--- src/rtl/serial_tx.sv ---
// rtl/serial_tx.sv - framed LSB-first serial transmitter (START, DATA, STOP), CLKS_PER_BIT clocks per bit
`timescale 1ns/100ps
module serial_tx #(
    parameter int DATA_W       = 8,
    parameter int CLKS_PER_BIT = 4
) (
    input  logic              clk,
    input  logic              rst,
    input  logic [DATA_W-1:0] tx_data,
    input  logic              tx_valid,
    output logic              tx_ready,
    output logic              tx_line,
    output logic              tx_busy
);

    localparam int TICK_W = (CLKS_PER_BIT > 1) ? $clog2(CLKS_PER_BIT) : 1;
    localparam int BIT_W  = (DATA_W > 1) ? $clog2(DATA_W) : 1;
    localparam logic [TICK_W-1:0] TICK_LAST = TICK_W'(CLKS_PER_BIT - 1);
    localparam logic [BIT_W-1:0]  BIT_LAST  = BIT_W'(DATA_W - 1);

    typedef enum logic [1:0] {IDLE, START, DATA, STOP} state_t;

    state_t              state_q, state_d;
    logic [DATA_W-1:0]   shift_q, shift_d;
    logic [BIT_W-1:0]    bit_q, bit_d;
    logic [TICK_W-1:0]   tick_q, tick_d;
    logic                line_q, line_d;
    logic                busy_q, busy_d;
    logic                tick_end;
    logic [DATA_W-1:0]   shifted;

    always_ff @(posedge clk or negedge rst) begin
        if (!rst) begin
            state_q <= IDLE;
            shift_q <= '0;
            bit_q   <= '0;
            tick_q  <= '0;
            line_q  <= 1'b1;
            busy_q  <= 1'b0;
        end else begin
            state_q <= state_d;
            shift_q <= shift_d;
            bit_q   <= bit_d;
            tick_q  <= tick_d;
            line_q  <= line_d;
            busy_q  <= busy_d;
        end
    end

    // With CLKS_PER_BIT=1 TICK_LAST is 0, so every cycle ends a bit and tick never leaves 0.
    always_comb begin
        state_d  = state_q;
        shift_d  = shift_q;
        bit_d    = bit_q;
        tick_d   = tick_q;
        line_d   = line_q;
        busy_d   = busy_q;
        tick_end = (tick_q == TICK_LAST);
        shifted  = shift_q >> 1;
        case (state_q)
            IDLE: begin
                line_d = 1'b1;
                if (tx_valid) begin
                    state_d = START;
                    shift_d = tx_data;
                    line_d  = 1'b0;
                    busy_d  = 1'b1;
                    tick_d  = '0;
                    bit_d   = '0;
                end
            end
            START: begin
                if (tick_end) begin
                    state_d = DATA;
                    line_d  = shift_q[0];
                    bit_d   = '0;
                    tick_d  = '0;
                end else begin
                    tick_d = tick_q + TICK_W'(1);
                end
            end
            DATA: begin
                if (tick_end) begin
                    tick_d = '0;
                    if (bit_q == BIT_LAST) begin
                        state_d = STOP;
                        line_d  = 1'b1;
                    end else begin
                        bit_d   = bit_q + BIT_W'(1);
                        shift_d = shifted;
                        line_d  = shifted[0];
                    end
                end else begin
                    tick_d = tick_q + TICK_W'(1);
                end
            end
            STOP: begin
                if (tick_end) begin
                    state_d = IDLE;
                    busy_d  = 1'b0;
                    tick_d  = '0;
                end else begin
                    tick_d = tick_q + TICK_W'(1);
                end
            end
            default: state_d = IDLE;
        endcase
    end

    always_comb begin
        tx_ready = (state_q == IDLE);
        tx_line  = line_q;
        tx_busy  = busy_q;
    end

endmodule

--- config.mk ---
export PLATFORM = sky130hd
export DESIGN_NAME = serial_tx
export DESIGN_NICKNAME = d
export VERILOG_FILES = /design/src/rtl/serial_tx.sv
export SDC_FILE = /design/constraint.sdc
export NUM_CORES = 1
export LEC_CHECK = 0
export BUFFER_PORTS_ARGS = -buffer_cell sky130_fd_sc_hd__buf_2
export CORE_AREA = 2 2 68 70
export CTS_BUF_LIST = sky130_fd_sc_hd__clkbuf_4
export DETAILED_ROUTE_END_ITERATION = 8
export DIE_AREA = 0 0 70 72
export GPL_TIMING_DRIVEN = 0
export PLACE_DENSITY_LB_ADDON = 0.08
export SYNTH_ARGS = -nofsm -noshare
export SYNTH_HDL_FRONTEND = slang
export SYNTH_SLANG_ARGS = --single-unit
--- constraint.sdc ---
create_clock -name clk -period 2.4 [get_ports clk]
set_input_delay 0.12 -clock clk [delete_from_list [all_inputs] [get_ports clk]]
set_output_delay 0.12 -clock clk [all_outputs]
set_load 0.005 [all_outputs]
# Word level (Yosys, flattened, before mapping)
# Cells that the tools add are included.
[word_totals]
ff_bits = 17
inputBits = 11
out_inout_bits = 3
elab_cells = 55
[op_classes]
addsub = 2
eq_ne = 11
muxes = 26
reduce_logical = 10
[ops]
columns = ["op", "count"]
rows = [
  ["8-bit two-way mux", 3],
  ["8-bit case mux with 2 select lines", 1],
  ["2-bit two-way mux", 7],
  ["3-bit two-way mux", 4],
  ["2-bit inequality test (second input constant)", 6],
  ["5-bit AND reduction", 2],
  ["3-bit case mux with 3 select lines", 1],
  ["2-bit case mux with 4 select lines", 1],
  ["2-bit equality test (second input constant)", 3],
  ["1-bit two-way mux", 6],
  ["3-bit AND reduction", 2],
  ["2-bit case mux with 2 select lines", 1],
  ["4-bit AND reduction", 1],
  ["2-bit nonzero test", 2],
  ["3-bit by 1-bit adder with 3-bit output (second input constant)", 1],
  ["3-bit equality test (second input constant)", 1],
  ["1-bit case mux with 3 select lines", 1],
  ["3-bit nonzero test", 1],
  ["3-bit OR reduction", 1],
  ["2-bit by 1-bit adder with 2-bit output (second input constant)", 1],
  ["2-bit by 1-bit equality test with 1-bit output (second input constant)", 1],
  ["2-bit logical NOT", 1],
  ["1-bit case mux with 2 select lines", 1],
]

# Depth between registers and ports, before layout
# Gate-level depths: netlist of run 1.
[depth]
depth_word = 4
mapped_depth = 7
depth_no_buf = 5

# Least setup slack after synthesis of run 1
# OpenSTA, ideal clock, no wires.
[synth_path]
kind = "register to register"
from = "register bit_q[0]"
to = "register shift_q[0]"
setup_ns = 0.125
t_arrival_ns = 1.826
t_required_ns = 2.275
slack_ns = 0.450
stages_incl_launch_ff = 6
n_path_buf = 1
synth_period_minus_slack_ns = 1.950
cell_sequence = "dfrtp_1 -> ha_1 -> ha_1 -> buf_2 -> a2111oi_4 -> mux2_2"
[synth_between]
elab_chain_len = 3
[synth_lines]
columns = ["element", "line_no", "rtl"]
rows = [
  ["from (decl)", "25", "logic [BIT_W-1:0] bit_q, bit_d;"],
  ["from (signal assigned)", "43", "bit_q <= bit_d;"],
  ["3-bit equality test", "85", "if (bit_q == BIT_LAST) begin"],
  ["2-bit inequality test (no line)", "n/a", ""],
  ["4-bit AND reduction (no line)", "n/a", ""],
  ["to (signal assigned)", "42", "shift_q <= shift_d;"],
  ["to (decl)", "24", "logic [DATA_W-1:0] shift_q, shift_d;"],
]
# Every way passes these cells.
# A chain may end at the register's enable or synchronous reset.

# Worst setup path in the final report of run 1
# Same ends and word-level chain as after synthesis.

==> PnR_summary.wiki, run 1 <==
{| class="wikitable"
! Metric !! Value
|-
| Outcome || finished, final reports clean
|-
| Relative slew margins || 0.549
|-
| Post-route clock skew || ~9.5 ps
|-
| Clk buf depth || 2
|-
| Hold path depth || 3
|-
| Clock tree from TritonCTS || built
|-
| Hold Buf Count CTS || 1
|-
| Int Pwr || between 900 and 1000 uW
|-
| Post-layout total power || about 1600 uW
|-
| Max-capacitance violation count || 0
|-
| Via-per-instance ratio || 4.57
|-
| Commonest cells in the netlist || sky130_fd_sc_hd__dfrtp_1 (16), sky130_fd_sc_hd__mux2_2 (14), sky130_fd_sc_hd__ha_1 (9)
|-
| Detailed-route wire length per cell || 13.0 um
|-
| Quantity of I/O buffers inserted on ports || 13
|-
| Worst path top cell family by delay || compound AO/OA/AOI/OAI gates
|-
| Leak pwr || 0.000563 uW
|-
| Crit. End Element || register
|-
| Power Density || approximately 1300 nW/um2
|-
| Post-route setup slack || 192 ps
|-
| Switching component of the power || 617 uW
|-
| Sequential cell fraction of total power || 0.318
|-
| Area contributors post-synth || sky130_fd_sc_hd__dfrtp_1 (38%), sky130_fd_sc_hd__mux2_2 (15%), sky130_fd_sc_hd__ha_1 (11%), sky130_fd_sc_hd__a2111oi_4 (2.6%), sky130_fd_sc_hd__dfstp_2 (2.5%)
|-
| Cell repeated most along the worst path || sky130_fd_sc_hd__ha_1
|-
| Share of power burned in the clock network || 0.101
|-
| Upper clock frequency limit || 0.453 GHz
|-
| Antenna-violating nets left || 0
|-
| # fillers || between 400 and 500
|-
| Post-CTS setup buffer count || 0
|-
| # DRC || 0
|-
| Hold_sp || tx_data[7]
|-
| Total die area || 5040 um2
|-
| Maximum number of pins on one net before global-route repair || 18
|-
| Number of antenna violations at the first check in global routing || 0
|-
| Comb pwr share || 0.581
|-
| Initial cell density of the core || 0.247
|-
| Hold Path End || shift_q[7]
|-
| Average instance area after synthesis || 11.7 um2
|-
| Count of standard-cell rows || 24
|-
| Resized cells post-CTS || 0
|-
| Reg2Reg Capture Point || shift_q[0]
|-
| Cell area after synthesis || 1050 um2
|-
| Global-route wire length before repair || 3.55 mm
|-
| Vias post-DR || 731
|-
| Chip height || 72 um
|-
| Placer's final routability congestion estimate || around 0.7
|-
| Syn. warnings || 0
|-
| Most numerous cell in the Yosys netlist || sky130_fd_sc_hd__dfrtp_1
|-
| First-pass iteration count of the detailed router || 4
|-
| Number of CTS-inserted buffers || 3
|-
| Min Hold Slack || roughly 57 ps
|-
| Largest stage delay, worst path || about 700 ps
|-
| Yosys reg bits || 17
|-
| Worst EP required || 2590 ps
|-
| Final period util || 0.920
|-
| Mapped Nets || 110
|-
| Die width || 70 um
|-
| Critical Path Slowest Stage Cell || sky130_fd_sc_hd__a2111oi_4
|-
| Clock sink count || 17
|-
| Placement-stage worst setup slack || 203 ps
|-
| Cell at the root of the clock tree || sky130_fd_sc_hd__clkbuf_4
|-
| Number of placed instances with taps included || 155
|-
| GRT overflow || 0
|-
| Pins over their slew limit || 0
|-
| DP Wirelength || 1.54 mm
|-
| Worst-margin pin slew || 677 ps
|-
| Post-route insts no fill || 160
|-
| Portion of the post-synthesis area used by sequential elements || 0.405
|-
| Critical path peak fanout || 10
|-
| Max rail drop VDD || 0.320 mV
|-
| Synth unique cells || 31
|-
| Unrepaired setup endpoints after global routing || no
|-
| Post-route minimum period || 2210 ps
|-
| Path class of the lowest-slack min-delay path || input pin to register
|-
| Hold violation count in the final report || 0
|-
| Total negative slack for setup checks || 0 ps
|-
| Number of flops mapped to enable cells by yosys || 0
|-
| Clock H-tree levels || 1
|-
| Overall global routing resource usage || 0.0912
|-
| Crit start category || register
|-
| Internal reg-to-reg setup slack || 190 ps
|-
| Violation count after the first detailed-route iteration || 24
|-
| Core region area || 4260 um2
|-
| Overall routed net length || ~2.1 mm
|-
| Clock transition at path regs || roughly 110 ps
|-
| Worst Path Arrival || around 2400 ps
|-
| Worst reg2reg startpoint || bit_q[0]
|-
| R2R cell count || 5
|-
| Final setup fails || 0
|-
| Number of nets at the end of the flow || roughly 130
|-
| Synth Instances || 90
|-
| Fraction of final layout cells with drive strength greater than 1 || 0.389
|-
| Number of global-route vias before repair || 717
|-
| Fraction of synthesized cell area taken by the top area cell type || 0.380
|-
| Commonest register cell after synthesis || sky130_fd_sc_hd__dfrtp_1
|-
| Clock latency reported for the late side of the worst-skew pair || 300 ps
|-
| Critical path, cell by cell || ha_1 > ha_1 > buf_2 > a2111oi_4 > mux2_2
|-
| Number of antenna repair diodes || 0
|-
| # IOs || 14
|-
| Cell taking the most area after synthesis || sky130_fd_sc_hd__dfrtp_1
|-
| Worst setup path class || register to register
|-
| Async SR Flop Fraction || 1.00
|-
| Total buffers and inverters traversed by the critical path || 1
|-
| Layout area overhead || 15.9%
|-
| Switch share || 0.382
|}
## routing by layer
| layer | vias up | GRT usage | wire length [um] |
|---|---|---|---|
| met3 | 2 | 0.0208 | 43 |
| met1 | 361 | 0.117 | 968 |
| li1 | 363 | - | - |
| met4 | 0 | 0.0449 | 25 |
| met5 | - | 0 | 0 |
| met2 | 5 | 0.146 | 1050 |
## registers in the layout, summed over array words and instances, names as in the netlist
name	flops
bit_q	3
shift_q	8
state_q	2
tick_q	2
tx_busy	1
tx_line	1
## placed cells by master (no fill, tap or decap), types with 3 or more instances in the layout
| cell | n |
|---|---|
| sky130_fd_sc_hd__o31ai_1 | 3 |
| sky130_fd_sc_hd__dfrtp_1 | 16 |
| sky130_fd_sc_hd__nand2_1 | 4 |
| sky130_fd_sc_hd__ha_1 | 9 |
| sky130_fd_sc_hd__nor2_1 | 3 |
| sky130_fd_sc_hd__inv_1 | 4 |
| sky130_fd_sc_hd__nor2b_1 | 4 |
| sky130_fd_sc_hd__o21ai_0 | 3 |
| sky130_fd_sc_hd__nand2b_1 | 3 |
| sky130_fd_sc_hd__buf_2 | 16 |
| sky130_fd_sc_hd__mux2_2 | 14 |
| sky130_fd_sc_hd__o311ai_0 | 3 |
| sky130_fd_sc_hd__nand3_1 | 3 |
| sky130_fd_sc_hd__clkbuf_4 | 3 |
## metrics by stage
stage                      util  cell area, um2
after detailed placement  0.277            1180
after global routing      0.286            1220
final                     0.286            1220
after CTS                 0.286            1220
after floorplan               -            1050
after global placement    0.277            1180
## final cells by class
type | instances | area [um2] | share of cell area
multi-input combinational | 64 | 577 | 0.473
sequential | 17 | 427 | 0.350
timing repair buffer | 14 | 75.1 | 0.0615
tap | 52 | 65.1 | 0.0533
buffer | 5 | 33.8 | 0.0277
clock buffer | 3 | 22.5 | 0.0185
inverter | 4 | 15.0 | 0.0123
clock inverter | 1 | 5.00 | 0.00410
## worst max-delay path by stage
| stage | end | depth (start not counted) | slack (ps) | startpoint |
|---|---|---|---|---|
| global placement | shift_q[3] | 5 | 200 | bit_q[0] |
| floorplan | shift_q[0] | 5 | 450 | bit_q[0] |
| CTS | shift_q[0] | 5 | 180 | bit_q[0] |
| detailed placement | shift_q[3] | 5 | 200 | bit_q[0] |
| finish | shift_q[0] | 5 | 190 | bit_q[0] |
| global route | shift_q[0] | 5 | 90 | bit_q[0] |
## logic make-up after synthesis
logic type                 after synthesis  share of synthesized area
adders and majority gates                9                      0.107
AOI/OAI and AO/OA                       17                      0.145
DFF                                     17                      0.405
buffers and inverters                    9                     0.0464
muxes                                   16                      0.174
and+or+nand+nor                         22                      0.122
## power by group through the flow
stage,Combinational [uW],Clock [uW],Sequential (uW)
CTS,960,172,517
detailed placement,954,0,525
global route,1050,187,539
floorplan,763,0,503
global placement,952,0,519
finish,938,163,514
## worst register-to-register path, delay by kind of cell (launching register included)
kind | cells | cell delay, ps
AOI/OAI and AO/OA | 1 | 700
buffers and inverters | 1 | 180
adders and majority gates | 2 | 370
muxes | 1 | 410
DFF | 1 | 430
No activity file was read; power rests on OpenSTA's default activity.
==> run 2, diff against run 1 <==
- clock period: 2.4 -> 1.9 ns (I/O delays scaled with it)
==> run 2 against run 1 <==
Against the previous run:
- power grew 45%
- design area rose by 12%
- global-route usage increased by 0.99 points
- clock skew down 1.6 ps
- combinational power is 57% higher
- setup slack worse by 170 ps
- cell count is 5.0% higher
- register-to-register slack worse by 170 ps
- critical endpoint is now state_q[1]
- largest cell class unchanged
==> PnR_summary.wiki, run 2 (synthesis gave the netlist of run 1 again) <==
{| class="wikitable"
! Metric !! Value
|-
| Met2 capacity usage during global routing || 0.160 (+0.0138)
|-
| Quantity of I/O buffers inserted on ports || 13 (unchanged)
|-
| Overall routed net length || 2.34 mm (+12%)
|-
| Clock transition at path regs || 110 ps (about the same)
|-
| Outcome || finished, final reports clean
|-
| Crit start category || register
|-
| Pins over their slew limit || 0 (unchanged)
|-
| Clock latency reported for the late side of the worst-skew pair || 300 ps (about the same)
|-
| Post-route minimum period || 1880 ps (-326 ps)
|-
| Via-per-instance ratio || 4.58 (+0.32%)
|-
| Number of CTS-inserted buffers || 3 (unchanged)
|-
| Worst EP required || 2100 ps (-490 ps)
|-
| GRT met1 Usage || 0.134 (+0.0167)
|-
| Worst-margin pin slew || 430 ps (-246 ps)
|-
| # DRC || 0 (unchanged)
|-
| Core region area || 4260 um2 (unchanged)
|-
| Number of placed instances with taps included || 155 (unchanged)
|-
| Most common cell after layout, fill and taps aside || sky130_fd_sc_hd__dfrtp_1
|-
| Upper clock frequency limit || 0.531 GHz (+17%)
|-
| Fraction of final layout cells with drive strength greater than 1 || 0.543 (+0.154)
|-
| # IOs || 14 (unchanged)
|-
| Power Density || 1720 nW/um2 (+30%)
|-
| Clk buf depth || 2 (unchanged)
|-
| Number of antenna violations at the first check in global routing || 0 (unchanged)
|-
| GRT overflow || 0 (unchanged)
|-
| Flip-flop count of the largest register after layout || 8 (unchanged)
|-
| Critical Path Slowest Stage Cell || sky130_fd_sc_hd__dfrtp_1
|-
| Antenna-violating nets left || 0 (unchanged)
|-
| Relative slew margins || 0.713 (+0.164)
|-
| First-pass iteration count of the detailed router || 4 (unchanged)
|-
| Largest stage delay, worst path || 440 ps (-260 ps)
|-
| GR Util met3 || 0.0222 (+0.00139)
|-
| Leak pwr || 0.000603 uW (+7.2%)
|-
| Number of antenna repair diodes || 0 (unchanged)
|-
| Detailed-route wire length per cell || 13.9 um (+6.6%)
|-
| Critical path, cell by cell || inv_4 > ha_4 > buf_6 > o21ba_4 > or4_4 > mux2_4
|-
| Post-Place Cell Area || 1180 um2 (unchanged)
|-
| Clock sink count || 17 (unchanged)
|-
| Total die area || 5040 um2 (unchanged)
|-
| Hold violation count in the final report || 0 (unchanged)
|-
| Final setup fails || 0 (unchanged)
|-
| Sequential cell area in the final layout || 428 um2 (+0.29%)
|-
| Vias post-DR || 770 (+5.3%)
|-
| Global-route wire length before repair || 3.94 mm (+11%)
|-
| Critical path peak fanout || 5 (-5)
|-
| Register with the highest flop count || shift_q
|-
| Clock tree from TritonCTS || built
|-
| Number of global-route vias before repair || 768 (+7.1%)
|-
| Number of nets at the end of the flow || 137 (+6.2%)
|-
| Worst Path Arrival || 2080 ps (-320 ps)
|-
| Post-route clock skew || 7.92 ps (-1.61 ps)
|-
| Registers with the highest flip-flop counts || shift_q x8, bit_q x3
|-
| Max rail drop VDD || 0.585 mV (+83%)
|-
| Path class of the lowest-slack min-delay path || input pin to register
|-
| Area used by multi-input combinational logic || 644 um2 (+12%)
|-
| Crit. End Element || register
|-
| Final std cell area, no fill || 1360 um2 (+12%)
|-
| Overall global routing resource usage || 0.101 (+0.00989)
|-
| Chip height || 72 um (unchanged)
|-
| DP Wirelength || 1.61 mm (+4.9%)
|-
| Layout area overhead || 29.6%
|-
| Clock H-tree levels || 1 (unchanged)
|-
| Count of standard-cell rows || 24 (unchanged)
|-
| Initial cell density of the core || 0.247 (unchanged)
|-
| Violation count after the first detailed-route iteration || 34 (+42%)
|-
| Unrepaired setup endpoints after global routing || yes
|-
| Final period util || 0.991 (+0.0706)
|-
| Worst setup path class || register to register
|-
| Most frequent cells in the layout || sky130_fd_sc_hd__dfrtp_1 (15), sky130_fd_sc_hd__buf_2 (14), sky130_fd_sc_hd__mux2_2 (14)
|-
| Post-route insts no fill || 168 (+5.0%)
|-
| Final cell utilization of the core || 0.320 (+0.0337)
|-
| Die width || 70 um (unchanged)
|-
| Placer's final routability congestion estimate || 0.679 (-1.2%)
|-
| Most utilized layer in the global route result || met2
|-
| Max-capacitance violation count || 0 (unchanged)
|-
| # fillers || 449 (-4.1%)
|-
| Cell at the root of the clock tree || sky130_fd_sc_hd__clkbuf_4
|-
| Maximum number of pins on one net before global-route repair || 18 (unchanged)
|}
-- run 2: worst paths after layout --
kind                       cells past startpoint        from          to  slack, ps
max in group asynchronous                      2         rst     tx_line       1320
min in group asynchronous                      2         rst  state_q[0]        250
min                                            3  tx_data[7]  shift_q[7]         50
max                                            6  state_q[0]  state_q[1]         20
max reg2reg                                    6  state_q[0]  state_q[1]         20
min reg2reg                                    2   tick_q[1]   tick_q[1]        510
-- run 2: final cells by class --
type / instances / share of cell area
multi-input combinational: 64 / 0.472
sequential: 17 / 0.314
timing repair buffer: 23 / 0.107
tap: 52 / 0.0477
buffer: 4 / 0.0257
clock buffer: 3 / 0.0165
inverter: 4 / 0.0128
clock inverter: 1 / 0.00367
-- run 2: critical path, delay by kind of cell (launching register included) --
family	cells	cell delay (ps)
mux	1	320
buf+inv	2	210
simple gates	1	440
fa+ha+maj	1	160
flops	1	440
compound gates	1	210
-- run 2: metrics by stage --
stage | power, uW | worst slack (ps) | TNS [ps] | hold slack, ps
floorplan | 1600 | 2.82 | 0 | -201
global placement | 1860 | -250 | -1890 | 60.1
detailed placement | 1880 | -256 | -2030 | 59.5
CTS | 2270 | 5.84 | 0 | 34.5
global route | 2560 | -11.4 | -29.4 | 32.4
finish | 2340 | 17.7 | 0 | 47.2
-- run 2: routing by layer --
layer  up-vias  part of all wire  wire length, um
met4         0             0.016               37
met2        12              0.49             1160
met1       371              0.46             1080
met3         4             0.028               66
li1        383                 -                -
met5         -                 0                0
-- run 2: what timing repair did --
action,in CTS,in global routing
hold buffers,1,0
resized for setup,9,14
pin swaps,2,1
hold endpoints to repair,16,0
endpoints found under the setup margin,12,12
setup buffers,9,0
-- run 2: where the power goes --
part	total, uW	internal [uW]	switching, uW
registers	667	550	117
logic	1470	820	649
clock network	208	78.5	130
==> run 3, diff against run 2 <==
- CORE_AREA: 2 2 68 70 -> 2 2 81 60
- DIE_AREA: 0 0 70 72 -> 0 0 83 62
==> run 3 against run 2 <==
Against the previous run:
- combinational power increased by 3%
- clock skew down 5.6 ps
- die area rose by 2.1%
- highest routed layer is now met3
- power grew 2.5%
- critical path depth stayed put
- worst hold slack worse by 3.3 ps
==> PnR_summary.wiki, run 3 (synthesis gave the netlist of run 1 again) <==
{| class="wikitable"
! Metric !! Value
|-
| Critical Path Slowest Stage Cell || sky130_fd_sc_hd__or4_4
|-
| Internal reg-to-reg setup slack || 30 ps (about the same)
|-
| GRT overflow || 0 (unchanged)
|-
| Flip-flop count of the largest register after layout || 8 (unchanged)
|-
| Power Density || 1700 nW/um2 (-0.94%)
|-
| Maximum number of pins on one net before global-route repair || 18 (unchanged)
|-
| Max rail drop VDD || 0.532 mV (-9.0%)
|-
| Number of nets at the end of the flow || 142 (+3.6%)
|-
| # fillers || 466 (+3.8%)
|-
| Upper clock frequency limit || 0.533 GHz (+0.41%)
|-
| Die width || 83 um (+19%)
|-
| Worst reg2reg startpoint || state_q[0]
|-
| Detailed-route wire length per cell || 13.3 um (-4.1%)
|-
| Chip height || 62 um (-14%)
|-
| Hold violation count in the final report || 0 (unchanged)
|-
| Initial cell density of the core || 0.234 (-0.0126)
|-
| Overall routed net length || 2.37 mm (+1.6%)
|-
| Comb pwr share || 0.632 (+0.005)
|-
| Final std cell area, no fill || 1410 um2 (+3.5%)
|-
| Overall global routing resource usage || 0.0952 (-0.00594)
|-
| Clock tree from TritonCTS || built
|-
| Clock transition at path regs || 110 ps (about the same)
|-
| Largest stage delay, worst path || 530 ps (+90 ps)
|-
| Antenna-violating nets left || 0 (unchanged)
|-
| R2R cell count || 6 (unchanged)
|-
| Via-per-instance ratio || 4.35 (-5.1%)
|-
| Worst EP required || 2090 ps (about the same)
|-
| Violation count after the first detailed-route iteration || 29 (-15%)
|-
| Worst setup path class || register to register
|-
| Switching component of the power || 898 uW (+0.15%)
|-
| Critical path, cell by cell || inv_2 > buf_6 > ha_4 > nor2b_4 > or4_4 > mux2_4
|-
| Reg2Reg Capture Point || state_q[1]
|-
| Crit. End Element || register
|-
| DP Wirelength || 1.62 mm (+0.88%)
|-
| First-pass iteration count of the detailed router || 4 (unchanged)
|-
| Clk buf depth || 2 (unchanged)
|-
| Worst-margin pin slew || 405 ps (-25.4 ps)
|-
| Clock H-tree levels || 1 (unchanged)
|-
| Registers with the highest flip-flop counts || shift_q x8, bit_q x3
|-
| # DRC || 0 (unchanged)
|-
| Number of antenna repair diodes || 0 (unchanged)
|-
| Clock latency reported for the late side of the worst-skew pair || 290 ps (about the same)
|-
| Unrepaired setup endpoints after global routing || yes
|-
| Crit start category || register
|-
| Source of the critical timing path || state_q[0]
|-
| Endpoint of the most critical setup path || state_q[1]
|-
| Post-route minimum period || 1870 ps (-7.63 ps)
|-
| Post-Place Cell Area || 1190 um2 (+0.53%)
|-
| # IOs || 14 (unchanged)
|-
| Met1 layer wirelength in the final routing || 1.22 mm (+13%)
|-
| Share of power burned in the clock network || 0.092 (+0.003)
|-
| Top routing layer in use || met3
|-
| Int Pwr || 1510 uW (+4.0%)
|-
| Met3 wire len || 36 um (-45%)
|-
| Worst Path Arrival || 2060 ps (-20 ps)
|-
| Number of CTS-inserted buffers || 3 (unchanged)
|-
| Quantity of I/O buffers inserted on ports || 13 (unchanged)
|-
| Placer's final routability congestion estimate || 0.747 (+9.9%)
|-
| Number of global-route vias before repair || 767 (-0.13%)
|-
| Most frequent cells in the layout || sky130_fd_sc_hd__buf_2 (15), sky130_fd_sc_hd__dfrtp_1 (15), sky130_fd_sc_hd__mux2_2 (14)
|-
| Register with the highest flop count || shift_q
|-
| Final cell utilization of the core || 0.314 (-0.00572)
|-
| Fraction of final layout cells with drive strength greater than 1 || 0.570 (+0.0271)
|-
| Layout area overhead || 34.1%
|-
| Vias post-DR || 774 (+0.52%)
|-
| Leak pwr || 0.000639 uW (+6.0%)
|-
| Total die area || 5150 um2 (+2.1%)
|-
| Count of standard-cell rows || 21 (-13%)
|-
| Sequential cell fraction of total power || 0.276 (-0.009)
|-
| Switch share || 0.373 (-0.00883)
|-
| Pins over their slew limit || 0 (unchanged)
|-
| Max-capacitance violation count || 0 (unchanged)
|-
| Number of antenna violations at the first check in global routing || 0 (unchanged)
|-
| Cell at the root of the clock tree || sky130_fd_sc_hd__clkbuf_4
|-
| Path class of the lowest-slack min-delay path || input pin to register
|-
| Relative slew margins || 0.730 (+0.0169)
|-
| Post-route clock skew || 2.34 ps (-5.57 ps)
|-
| Critical path peak fanout || 4 (-1)
|-
| Core region area || 4490 um2 (+5.4%)
|-
| Clock sink count || 17 (unchanged)
|-
| Outcome || finished, final reports clean
|-
| Met2 wire length || 1.12 mm (-2.9%)
|-
| Global-route wire length before repair || 3.74 mm (-5.1%)
|-
| Final period util || 0.987 (-0.00401)
|-
| Final setup fails || 0 (unchanged)
|}
==> run 3: critical path, delay by kind of cell (launching register included) <==
kind,cells,cell delay (ps)
and+or+nand+nor,2,650
DFF,1,420
muxes,1,310
buffers and inverters,2,220
adders and majority gates,1,170
==> run 3: layout make-up <==
type	count	area [um2]	area share
timing repair buffer	28	191	0.136
multi-input combinational	64	647	0.458
inverter	4	15.0	0.0106
clock buffer	4	30.0	0.0213
sequential	17	428	0.303
tap	57	71.3	0.0505
buffer	4	28.8	0.0204
==> run 3: metrics by stage <==
step / hold slack (ps) / power (uW) / std cells / setup WS [ps] / TNS (ps)
detailed placement: 54.3 / 1880 / 160 / -234 / -2130
floorplan: -201 / 1600 / 90 / 2.82 / 0
global route: 34.4 / 2610 / 178 / -47.2 / -324
CTS: 34.6 / 2370 / 174 / -0.0435 / -0.0435
global placement: 59.2 / 1870 / 160 / -212 / -1760
finish: 43.9 / 2400 / 178 / 25.3 / 0
==> run 3: power by group through the flow <==
stage / sequential, uW / combinational [uW] / clock, uW
after floorplan: 635 / 963 / 0
after global placement: 658 / 1220 / 0
after detailed placement: 667 / 1210 / 0
after CTS: 653 / 1480 / 233
after global routing: 687 / 1670 / 256
final: 664 / 1520 / 221
==> run 3: layer usage <==
| layer | track usage | vias up |
|---|---|---|
| met5 | 0 | - |
| li1 | - | 388 |
| met1 | 0.126 | 382 |
| met2 | 0.166 | 4 |
| met3 | 0.0277 | 0 |
| met4 | 0.00703 | 0 |
==> run 3: worst min-delay path by stage <==
stage                          start         end  slack, ps  cells after the start
after floorplan                  rst    bit_q[0]       -200                      0
after detailed placement         rst  state_q[1]         50                      1
after CTS                 tx_data[7]  shift_q[7]         30                      3
after global routing      tx_data[7]  shift_q[7]         30                      3
final                     tx_data[7]  shift_q[7]         40                      3
after global placement           rst   tick_q[0]         60                      1
==> run 3: repair_timing <==
action                     4_1_cts  5_1_grt
hold endpoints to repair        16        0
setup endpoints to repair       12       12
hold buffers                     1        0
setup buffers                    9        5
gates resized for setup         14       10
pin swaps                        2        4
